File: config.mk
export PLATFORM = sky130hd
export DESIGN_NAME = ram_2w4r_wr_ctrl_flat
export DESIGN_NICKNAME = d
export VERILOG_FILES = /design/src/rtl/ram_ctrl_pkg.sv /design/src/rtl/ram_2w4r_wr_ctrl_if.sv /design/src/rtl/rr_pick2.sv /design/src/rtl/ram_2w4r_wr_ctrl.sv /design/src/flat_wrapper.sv
export SDC_FILE = /design/constraint.sdc
export NUM_CORES = 1
export LEC_CHECK = 0
export ABC_AREA = 0
export CAP_MARGIN = 10
export CORE_MARGIN = 3
export CORE_UTILIZATION = 45
export DETAILED_ROUTE_END_ITERATION = 6
export PLACE_DENSITY = 0.78
export RECOVER_POWER = 50
export SLEW_MARGIN = 15
export SYNTH_ARGS = -nofsm -noshare
export SYNTH_HDL_FRONTEND = slang
export SYNTH_SLANG_ARGS = --single-unit
File: constraint.sdc
create_clock -name clk -period 6.2 [get_ports clk]
set_input_delay 1.55 -clock clk [delete_from_list [all_inputs] [get_ports clk]]
set_output_delay 1.55 -clock clk [all_outputs]
set_load 0.01 [all_outputs]
File: src/rtl/ram_ctrl_pkg.sv
// Shared types and helpers for the ram_2w4r controllers.
package ram_ctrl_pkg;

  typedef enum logic {
    ST_INIT = 1'b0,
    ST_RUN  = 1'b1
  } state_t;

  // Bits needed to index n items (n >= 2).
  function automatic int unsigned clog2(input int unsigned n);
    int unsigned r;
    r = 0;
    for (int unsigned v = n - 1; v != 0; v = v >> 1) r++;
    return r;
  endfunction

endpackage

File: src/rtl/ram_2w4r_wr_ctrl_if.sv
// Requester-side and RAM write-port bundle of the ram_2w4r write controller.
interface ram_2w4r_wr_ctrl_if #(
  parameter int unsigned NUM_REQ        = 4,
  parameter int unsigned RAM_ADDR_WIDTH = 6,
  parameter int unsigned RAM_DATA_WIDTH = 32
);

  logic [NUM_REQ-1:0]                req_val;
  logic [NUM_REQ*RAM_ADDR_WIDTH-1:0] req_addr;
  logic [NUM_REQ*RAM_DATA_WIDTH-1:0] req_data;
  logic [NUM_REQ-1:0]                req_rdy;
  logic                              init_done;
  logic                              w0_val;
  logic [RAM_ADDR_WIDTH-1:0]         w0_addr;
  logic [RAM_DATA_WIDTH-1:0]         w0_data;
  logic                              w1_val;
  logic [RAM_ADDR_WIDTH-1:0]         w1_addr;
  logic [RAM_DATA_WIDTH-1:0]         w1_data;

  modport master (
    output req_val, req_addr, req_data,
    input  req_rdy, init_done,
    input  w0_val, w0_addr, w0_data, w1_val, w1_addr, w1_data
  );

  modport slave (
    input  req_val, req_addr, req_data,
    output req_rdy, init_done,
    output w0_val, w0_addr, w0_data, w1_val, w1_addr, w1_data
  );

endinterface

File: src/rtl/rr_pick2.sv
// Round-robin picker granting up to two requesters per cycle; the second
// grant must target an address different from the first.
module rr_pick2
  import ram_ctrl_pkg::*;
#(
  parameter int unsigned NUM_REQ    = 4,
  parameter int unsigned ADDR_WIDTH = 6,
  parameter int unsigned PTR_WIDTH  = clog2(NUM_REQ)
) (
  input  logic [NUM_REQ-1:0]            req_val,
  input  logic [NUM_REQ*ADDR_WIDTH-1:0] req_addr,
  input  logic [PTR_WIDTH-1:0]          ptr,
  output logic [NUM_REQ-1:0]            gnt0,
  output logic [NUM_REQ-1:0]            gnt1,
  output logic [PTR_WIDTH-1:0]          sel0,
  output logic [PTR_WIDTH-1:0]          sel1,
  output logic [PTR_WIDTH-1:0]          next_ptr
);

  logic [ADDR_WIDTH-1:0] addr_a [NUM_REQ];
  logic                  found0;
  logic                  found1;
  logic [ADDR_WIDTH-1:0] addr0;
  logic [PTR_WIDTH-1:0]  idx;

  for (genvar i = 0; i < int'(NUM_REQ); i++) begin : g_unpack
    assign addr_a[i] = req_addr[i*ADDR_WIDTH +: ADDR_WIDTH];
  end

  // Scan from ptr; port 0 takes the first requester, port 1 the next one
  // whose address differs from port 0's (colliding requesters stay pending).
  always_comb begin
    gnt0     = '0;
    gnt1     = '0;
    sel0     = '0;
    sel1     = '0;
    found0   = 1'b0;
    found1   = 1'b0;
    addr0    = '0;
    idx      = '0;
    next_ptr = ptr;
    for (int unsigned k = 0; k < NUM_REQ; k++) begin
      idx = PTR_WIDTH'((32'(ptr) + k) % NUM_REQ);
      if (req_val[idx]) begin
        if (!found0) begin
          gnt0[idx] = 1'b1;
          sel0      = idx;
          found0    = 1'b1;
          addr0     = addr_a[idx];
          next_ptr  = PTR_WIDTH'((32'(idx) + 32'd1) % NUM_REQ);
        end else if (!found1 && (addr_a[idx] != addr0)) begin
          gnt1[idx] = 1'b1;
          sel1      = idx;
          found1    = 1'b1;
          next_ptr  = PTR_WIDTH'((32'(idx) + 32'd1) % NUM_REQ);
        end
      end
    end
  end

endmodule

File: src/rtl/ram_2w4r_wr_ctrl.sv
// Write-side controller for ram_2w4r: sweeps all entries to INIT_VAL after
// reset, then arbitrates requesters onto the two RAM write ports.
module ram_2w4r_wr_ctrl
  import ram_ctrl_pkg::*;
#(
  parameter int unsigned                NUM_REQ        = 4,
  parameter int unsigned                RAM_DEPTH      = 64,
  parameter int unsigned                RAM_ADDR_WIDTH = 6,
  parameter int unsigned                RAM_DATA_WIDTH = 32,
  parameter logic [RAM_DATA_WIDTH-1:0]  INIT_VAL       = '0
) (
  input  logic                 clk,
  input  logic                 rst_n,
  ram_2w4r_wr_ctrl_if.slave    bus
);

  localparam int unsigned PTR_WIDTH = clog2(NUM_REQ);
  localparam int unsigned CNT_WIDTH = RAM_ADDR_WIDTH + 1;
  localparam logic [CNT_WIDTH-1:0] DEPTH = CNT_WIDTH'(RAM_DEPTH);

  state_t                    state;
  logic [CNT_WIDTH-1:0]      cnt;
  logic [CNT_WIDTH-1:0]      cnt_p1;
  logic [CNT_WIDTH-1:0]      cnt_p2;
  logic [PTR_WIDTH-1:0]      ptr;
  logic [PTR_WIDTH-1:0]      next_ptr;
  logic [PTR_WIDTH-1:0]      sel0;
  logic [PTR_WIDTH-1:0]      sel1;
  logic [NUM_REQ-1:0]        gnt0;
  logic [NUM_REQ-1:0]        gnt1;
  logic                      any0;
  logic                      any1;
  logic [RAM_ADDR_WIDTH-1:0] addr_a [NUM_REQ];
  logic [RAM_DATA_WIDTH-1:0] data_a [NUM_REQ];

  for (genvar i = 0; i < int'(NUM_REQ); i++) begin : g_unpack
    assign addr_a[i] = bus.req_addr[i*RAM_ADDR_WIDTH +: RAM_ADDR_WIDTH];
    assign data_a[i] = bus.req_data[i*RAM_DATA_WIDTH +: RAM_DATA_WIDTH];
  end

  rr_pick2 #(
    .NUM_REQ    (NUM_REQ),
    .ADDR_WIDTH (RAM_ADDR_WIDTH),
    .PTR_WIDTH  (PTR_WIDTH)
  ) u_pick (
    .req_val  (bus.req_val),
    .req_addr (bus.req_addr),
    .ptr      (ptr),
    .gnt0     (gnt0),
    .gnt1     (gnt1),
    .sel0     (sel0),
    .sel1     (sel1),
    .next_ptr (next_ptr)
  );

  assign any0        = |gnt0;
  assign any1        = |gnt1;
  assign cnt_p1      = cnt + CNT_WIDTH'(1);
  assign cnt_p2      = cnt + CNT_WIDTH'(2);
  assign bus.req_rdy = (state == ST_RUN) ? (gnt0 | gnt1) : '0;

  // Sweep FSM plus registered RAM write ports; counter is one bit wider than
  // the address so odd depths finish without wrapping.
  always_ff @(posedge clk or negedge rst_n) begin
    if (!rst_n) begin
      state         <= ST_INIT;
      cnt           <= '0;
      ptr           <= '0;
      bus.init_done <= 1'b0;
      bus.w0_val    <= 1'b0;
      bus.w0_addr   <= '0;
      bus.w0_data   <= '0;
      bus.w1_val    <= 1'b0;
      bus.w1_addr   <= '0;
      bus.w1_data   <= '0;
    end else begin
      case (state)
        ST_INIT: begin
          bus.w0_val  <= 1'b1;
          bus.w0_addr <= cnt[RAM_ADDR_WIDTH-1:0];
          bus.w0_data <= INIT_VAL;
          bus.w1_val  <= (cnt_p1 < DEPTH);
          bus.w1_addr <= cnt_p1[RAM_ADDR_WIDTH-1:0];
          bus.w1_data <= INIT_VAL;
          cnt         <= cnt_p2;
          if (cnt_p2 >= DEPTH) begin
            state         <= ST_RUN;
            bus.init_done <= 1'b1;
          end
        end
        ST_RUN: begin
          bus.w0_val <= any0;
          bus.w1_val <= any1;
          if (any0) begin
            bus.w0_addr <= addr_a[sel0];
            bus.w0_data <= data_a[sel0];
            ptr         <= next_ptr;
          end
          if (any1) begin
            bus.w1_addr <= addr_a[sel1];
            bus.w1_data <= data_a[sel1];
          end
        end
      endcase
    end
  end

endmodule

File: src/flat_wrapper.sv
// flat-port wrapper written by rule: the top's interface ports become plain ports
module ram_2w4r_wr_ctrl_flat import ram_ctrl_pkg::*;
#(
  parameter int unsigned                NUM_REQ        = 4,
  parameter int unsigned                RAM_DEPTH      = 64,
  parameter int unsigned                RAM_ADDR_WIDTH = 6,
  parameter int unsigned                RAM_DATA_WIDTH = 32,
  parameter logic [RAM_DATA_WIDTH-1:0]  INIT_VAL       = '0
)
  (clk, rst_n, bus_req_val, bus_req_addr, bus_req_data, bus_req_rdy, bus_init_done, bus_w0_val, bus_w0_addr, bus_w0_data, bus_w1_val, bus_w1_addr, bus_w1_data);
  ram_2w4r_wr_ctrl_if #(.NUM_REQ(NUM_REQ), .RAM_ADDR_WIDTH(RAM_ADDR_WIDTH), .RAM_DATA_WIDTH(RAM_DATA_WIDTH)) bus_i ();
  input  logic clk;
  input  logic rst_n;
  input wire logic [$bits(bus_i.req_val)-1:0] bus_req_val;
  input wire logic [$bits(bus_i.req_addr)-1:0] bus_req_addr;
  input wire logic [$bits(bus_i.req_data)-1:0] bus_req_data;
  output wire logic [$bits(bus_i.req_rdy)-1:0] bus_req_rdy;
  output wire logic [$bits(bus_i.init_done)-1:0] bus_init_done;
  output wire logic [$bits(bus_i.w0_val)-1:0] bus_w0_val;
  output wire logic [$bits(bus_i.w0_addr)-1:0] bus_w0_addr;
  output wire logic [$bits(bus_i.w0_data)-1:0] bus_w0_data;
  output wire logic [$bits(bus_i.w1_val)-1:0] bus_w1_val;
  output wire logic [$bits(bus_i.w1_addr)-1:0] bus_w1_addr;
  output wire logic [$bits(bus_i.w1_data)-1:0] bus_w1_data;
  assign bus_i.req_val = bus_req_val;
  assign bus_i.req_addr = bus_req_addr;
  assign bus_i.req_data = bus_req_data;
  assign bus_req_rdy = bus_i.req_rdy;
  assign bus_init_done = bus_i.init_done;
  assign bus_w0_val = bus_i.w0_val;
  assign bus_w0_addr = bus_i.w0_addr;
  assign bus_w0_data = bus_i.w0_data;
  assign bus_w1_val = bus_i.w1_val;
  assign bus_w1_addr = bus_i.w1_addr;
  assign bus_w1_data = bus_i.w1_data;
  ram_2w4r_wr_ctrl #(.NUM_REQ(NUM_REQ), .RAM_DEPTH(RAM_DEPTH), .RAM_ADDR_WIDTH(RAM_ADDR_WIDTH), .RAM_DATA_WIDTH(RAM_DATA_WIDTH), .INIT_VAL(INIT_VAL)) u_core (.clk(clk), .rst_n(rst_n), .bus(bus_i));
endmodule
[Word level (Yosys, flattened, before mapping)]
Index checks and enable logic that the tools add are counted.
Storage, ports and cells
  flip-flop bits (word level): 89
  input bits: 158
  output and inout bits: 83
Operators by class
  $add $sub $neg: 8
  $lt $le $gt $ge: 16
  eq/ne operators: 5
  mux-type cells: 109
  bitwise operators: 13
  reductions and logical operators: 12
Operator list (number)
  32-bit 2-to-1 mux: 6
  32-bit binary-select mux with 2-bit select: 2
  32-bit case mux with 2 select lines: 2
  6-bit 2-to-1 mux: 19
  6-bit binary-select mux with 2-bit select: 6
  4-bit 2-to-1 mux: 17
  2-bit 2-to-1 mux: 26
  4-bit bitwise OR: 6
  6-bit case mux with 2 select lines: 2
  1-bit 2-to-1 mux: 19
  3-bit >= comparator (second input constant): 6
  6-bit inequality test: 3
  2-bit NOT with 3-bit output: 6
  2-bit by 3-bit less-than comparator with 1-bit output (second input constant): 4
  2-bit by 1-bit adder with 2-bit output (second input constant): 4
  1-bit binary-select mux with 2-bit select: 4
  1-bit demux with 2-bit select: 4
  2-bit by 1-bit >= comparator with 1-bit output (second input constant): 4
  4-bit OR reduction: 2
  7-bit by 1-bit adder with 7-bit output (second input constant): 1
  7-bit by 2-bit adder with 7-bit output (second input constant): 1
  7-bit >= comparator (second input constant): 1
  7-bit less-than comparator (second input constant): 1
  1-bit logical AND: 6
  other kinds (6): 11

[Depth between registers and ports, before layout]
  depth after elaboration: 25
  depth in mapped cells: 22

[Cells and area by module]
From an unflattened synthesis, not the netlist that was laid out.
Unflattened totals
  cell total of the unflattened synthesis: 546
  area, all modules: 7116.8 µm²
By module, submodules not included
  ram_2w4r_wr_ctrl: instances 1, cells an instance 319, area an instance 5073.6 µm²
  rr_pick2: instances 1, cells an instance 227, area an instance 2043.2 µm²

[Least setup slack after synthesis]
OpenSTA, ideal clock, no wires.
  path kind: register to output
  start: register u_core.ptr[0]
  end: output port bus_req_rdy[1]
  data arrival time: 4.036 ns
  required time: 4.650 ns
  slack: 0.614 ns
  stages on the path, launching flop included: 18
  buffers on the path: 6
  path through: dfrtp_1 buf_6 buf_12 buf_8 buf_2 inv_1 buf_2 ha_1 clkbuf_1 mux4_2 xnor2_1 a41oi_1 a211oi_2 o22a_1 a21oi_2 nor2_1 a22oi_1 a21oi_1
Between the ends
  cells in the longest elaborated chain, start to end: 21
Ends and longest elaborated chain
  from (decl): RTL line ram_2w4r_wr_ctrl.sv:25  | logic [PTR_WIDTH-1:0] ptr;
  from (signal assigned): RTL line ram_2w4r_wr_ctrl.sv:97  | ptr <= next_ptr;
  2-bit by 1-bit adder with 2-bit output / 2-bit NOT with 3-bit output (equally long branches)
  2-bit NOT with 3-bit output (implied by the code) / 6-bit binary-select mux with 2-bit select (equally long branches)
  6-bit binary-select mux with 2-bit select / 6-bit 2-to-1 mux (equally long branches)
  6-bit 2-to-1 mux, on equally long branches
  6-bit 2-to-1 mux, on equally long branches: RTL line rr_pick2.sv:49, rr_pick2.sv:51, rr_pick2.sv:44
  6-bit inequality test: RTL line rr_pick2.sv:51  | end else if (!found1 && (addr_a[idx] != addr0)) begin
  1-bit 2-to-1 mux: RTL line rr_pick2.sv:51
  1-bit 2-to-1 mux: RTL line rr_pick2.sv:45  | if (!found0) begin
  (+5 left out)
  1-bit 2-to-1 mux: RTL line rr_pick2.sv:44  | if (req_val[idx]) begin
  1-bit logical NOT: RTL line rr_pick2.sv:51
  1-bit logical AND: RTL line rr_pick2.sv:51
  4-bit 2-to-1 mux: RTL line rr_pick2.sv:51
  4-bit 2-to-1 mux: RTL line rr_pick2.sv:45
  4-bit 2-to-1 mux: RTL line rr_pick2.sv:44
  4-bit bitwise OR *: RTL line ram_2w4r_wr_ctrl.sv:60  | assign bus.req_rdy = (state == ST_RUN) ? (gnt0 | gnt1) : '0;
  4-bit 2-to-1 mux *: RTL line ram_2w4r_wr_ctrl.sv:60
  to (decl): RTL line flat_wrapper.sv:17  | output wire logic [$bits(bus_i.req_rdy)-1:0] bus_req_rdy;
Every way passes the cells marked *; elsewhere a longest branch is shown, timed or not. The select of a mux whose other input is x is not followed.

[Worst setup path in the final report]
  start: input port bus_req_val[1]
  end: output port bus_req_rdy[1]
Between the ends
  cells in the longest elaborated chain, start to end: 19
Ends and longest elaborated chain
  from (decl): RTL line flat_wrapper.sv:14  | input wire logic [$bits(bus_i.req_val)-1:0] bus_req_val;
  1-bit binary-select mux with 2-bit select: RTL line rr_pick2.sv:44
  1-bit 2-to-1 mux (implied by the code): RTL line rr_pick2.sv:44
  6-bit 2-to-1 mux: RTL line rr_pick2.sv:44
  6-bit inequality test: RTL line rr_pick2.sv:51
  1-bit 2-to-1 mux: RTL line rr_pick2.sv:51
  1-bit 2-to-1 mux: RTL line rr_pick2.sv:45
  1-bit 2-to-1 mux: RTL line rr_pick2.sv:44
  1-bit logical NOT: RTL line rr_pick2.sv:51
  (+3 left out)
  1-bit 2-to-1 mux: RTL line rr_pick2.sv:44
  1-bit logical NOT: RTL line rr_pick2.sv:51
  1-bit logical AND: RTL line rr_pick2.sv:51
  4-bit 2-to-1 mux: RTL line rr_pick2.sv:51
  4-bit 2-to-1 mux: RTL line rr_pick2.sv:45
  4-bit 2-to-1 mux: RTL line rr_pick2.sv:44
  4-bit bitwise OR *: RTL line ram_2w4r_wr_ctrl.sv:60
  4-bit 2-to-1 mux *: RTL line ram_2w4r_wr_ctrl.sv:60
Marked as above.

==> impl_metrics.yaml <==
route:
  avgViaCountPerCell: 6.034
  routed-wl-met3_um: 1755
  wl_um: 26060
  drc: 0
  vias: 7259
  met1_length_um: 10170
  ant_nets: 0
  highest_layer: "met4"
  drt_first_pass_iters: 5
  dr_wl_met2_um: 13130
  dr.first_iter.drc_count: 391
  post_drt_wl_per_cell_um: 21.67
timing:
  clock.fmax_ghz: 0.1643
  min_period_ps: 6085
  tns_ps: 0
  setup_viol: 0
  fin_hold_ws_ps: 480.9
  fin_crit_sh_pct: 98.15
  drv_slew: 63
  worst_pin_slew_ps: 1579
  finClkSkew_ps: 10.47
  timing.slew.headroom_pct: -5.269
  hold_viol: 0
floorplanning:
  die_w_um: 136.8
  die_h_um: 136.8
  initial_core_util_pct: 46.27
  die-area_um2: 18720
  coreArea_um2: 16640
  ios: 241
  rows: 47
global_route:
  antenna_found_initial: 0
  grt_start_max_net_pins: 63
  grt_pass1_wl_um: 41140
  grt_pass1_vias: 7623
  grt_usage_pct: 28.15
  grt_overflow: 0
synth:
  syn_inst: 708
  ys_types: 76
  ys_top_cells_by_count: "mux2i_1 (97), dfrtp_1 (88), nor2_1 (86)"
  postSynth.asyncResetShare_pct: 100.0
  ys_seq_area_share_pct: 28.60
  yosys_warnings: 0
  synth_edf_count: 0
  yosys_register_bits: 88
  synth_area_um2: 7700
  synth.top_cell.area_share_pct: 28.60
  avgSynthCellArea_um2: 10.88
  netlist_top_cells_area: "dfrtp_1 (29%), mux4_2 (18%), mux2i_1 (13%)"
  synth_most_common_cell: "mux2i_1"
  syn_nets: 872
  synth_ff_type: "dfrtp_1"
  synth_area_leader_cell: "dfrtp_1"
critical_path:
  crit_type: "primary input to output pin"
  cp_max_fo: 25
  required_ps: 4650
  crit_path_end_kind: "output pin"
  crit_arrival_ps: 4540
  startpoint_type: "primary input"
run:
  maxCapViolCount: 1
cts:
  clock_latency_ps: 350
  cts_hold_repair.buffers: 0
  clock_sinks: 88
  clock_path_buffers: 2
  cts_buffers: 9
  cts_tree: "yes"
  path_clk_slew_ps: 60
  clockRootBuffer: "clkbuf_16"
  htreeDepth: 3
layout:
  n_antenna_cell: 0
  final_cells: 1203
  nFillCells: 1318
  syn_to_final_growth_pct: 44.31
  drive_gt1_share_pct: 23.60
  nets: 1142
outcome:
  violations: "capacitance limit, slew limit"
  outcome: "finished with violations"
worst_hold_path:
  hp-class: "flip-flop to flip-flop"
place:
  place_congestion: 0.9783
  port_buffers: 240
  placedCellCount: 1184
  dp_hpwl_um: 19580
==> registers in the layout (all words and copies together) (netlist names) <==
register / cells
u_core.bus.w1_data: 32
u_core.bus.w0_val: 1
u_core.cnt: 6
u_core.bus.w1_addr: 6
u_core.bus.w0_addr: 6
u_core.state: 1
u_core.bus.w0_data: 32
u_core.ptr: 2
u_core.bus.init_done: 1
u_core.bus.w1_val: 1
==> layout make-up <==
cell class                      instances  area [um^2]  area share, %
Clock buffer                           11        242.7          2.184
Clock inverter                          5        38.79         0.3491
Inverter                               13        48.80         0.4391
Multi-Input combinational cell        543         5205          46.84
Sequential cell                        88         2203          19.83
Tap cell                              220        275.3          2.477
Timing Repair Buffer                  323         3098          27.88
==> routing by layer <==
layer | up-vias | GRT usage (%)
met1 | 3589 | 35.32
met5 | - | 0
met2 | 314 | 47.75
met4 | 0 | 10.25
met3 | 66 | 6.287
li1 | 3290 | -
==> worst max-delay path, cell delays in order <==
cell             delay, ps
clkdlybuf4s50_1        440
buf_4                  150
mux4_2                 490
buf_12                 180
nor4bb_2               170
a22o_1                 230
o22ai_4                240
o21ai_2                110
a21oi_2                230
buf_4                  200
a22oi_1                 80
a21oi_1                160
dlygate4sd2_1          290
==> cells in the final DEF, fill, tap and decap left out, types with 5 or more instances in the layout <==
master	Yosys	routed
a21oi_1	13	13
a221o_1	38	38
a22oi_1	5	5
a31oi_1	5	5
and2_1	5	5
and3_1	5	5
buf_12	1	6
buf_4	3	76
clkbuf_16	0	9
clkdlybuf4s50_1	0	202
dfrtp_1	88	87
dlygate4sd3_1	0	33
ha_1	6	6
inv_1	12	11
mux2_2	39	39
mux2i_1	97	97
mux4_2	61	61
nand2_1	26	26
nand3_1	6	6
nand3b_1	5	5
nor2_1	86	84
nor2b_1	8	8
o21ai_0	21	20
o21bai_1	6	6
o22ai_1	6	5
xnor2_1	12	12
xor2_1	17	17
==> logic make-up after synthesis <==
| logic type | count (synthesis) | share of synthesized area [%] |
|---|---|---|
| AOI/OAI and AO/OA | 147 | 15.60 |
| xor gates and xnor gates | 29 | 3.299 |
| adders and majority gates | 6 | 0.9749 |
| buffers and inverters | 77 | 5.281 |
| DFF | 88 | 28.60 |
| muxes | 197 | 36.16 |
| and+or+nand+nor | 164 | 10.09 |
==> final timing paths <==
path	cells past startpoint	slack, ps	from	end
min	1	480	u_core.bus.init_done	u_core.bus.init_done
max	13	110	bus_req_val[1]	bus_req_rdy[1]
max reg2reg	16	1440	u_core.ptr[1]	u_core.bus.w1_data[25]
min in group asynchronous	1	1500	rst_n	u_core.bus.w0_data[4]
min reg2reg	1	480	u_core.bus.init_done	u_core.bus.init_done
max in group asynchronous	2	2460	rst_n	u_core.bus.w1_addr[0]
==> stage by stage <==
stage / setup slack (ps) / util [%] / area (um^2)
floorplan: 614.0 / - / 7700
global placement: -73.96 / 64.58 / 10750
detailed placement: -106.9 / 64.58 / 10750
CTS: 4.807 / 66.44 / 11060
global route: -47.17 / 66.77 / 11110
finish: 114.8 / 66.77 / 11110
==> timing repair <==
item | CTS | global route
gates cloned | 0 | 0
pin swaps | 0 | 4
buffers inserted | 2 | 1
gates resized for setup | 4 | 11
endpoints found under the setup margin | 4 | 4
Power is not shown: default switching activity piles up to over one toggle a cycle in this logic, so the estimate is an artifact.
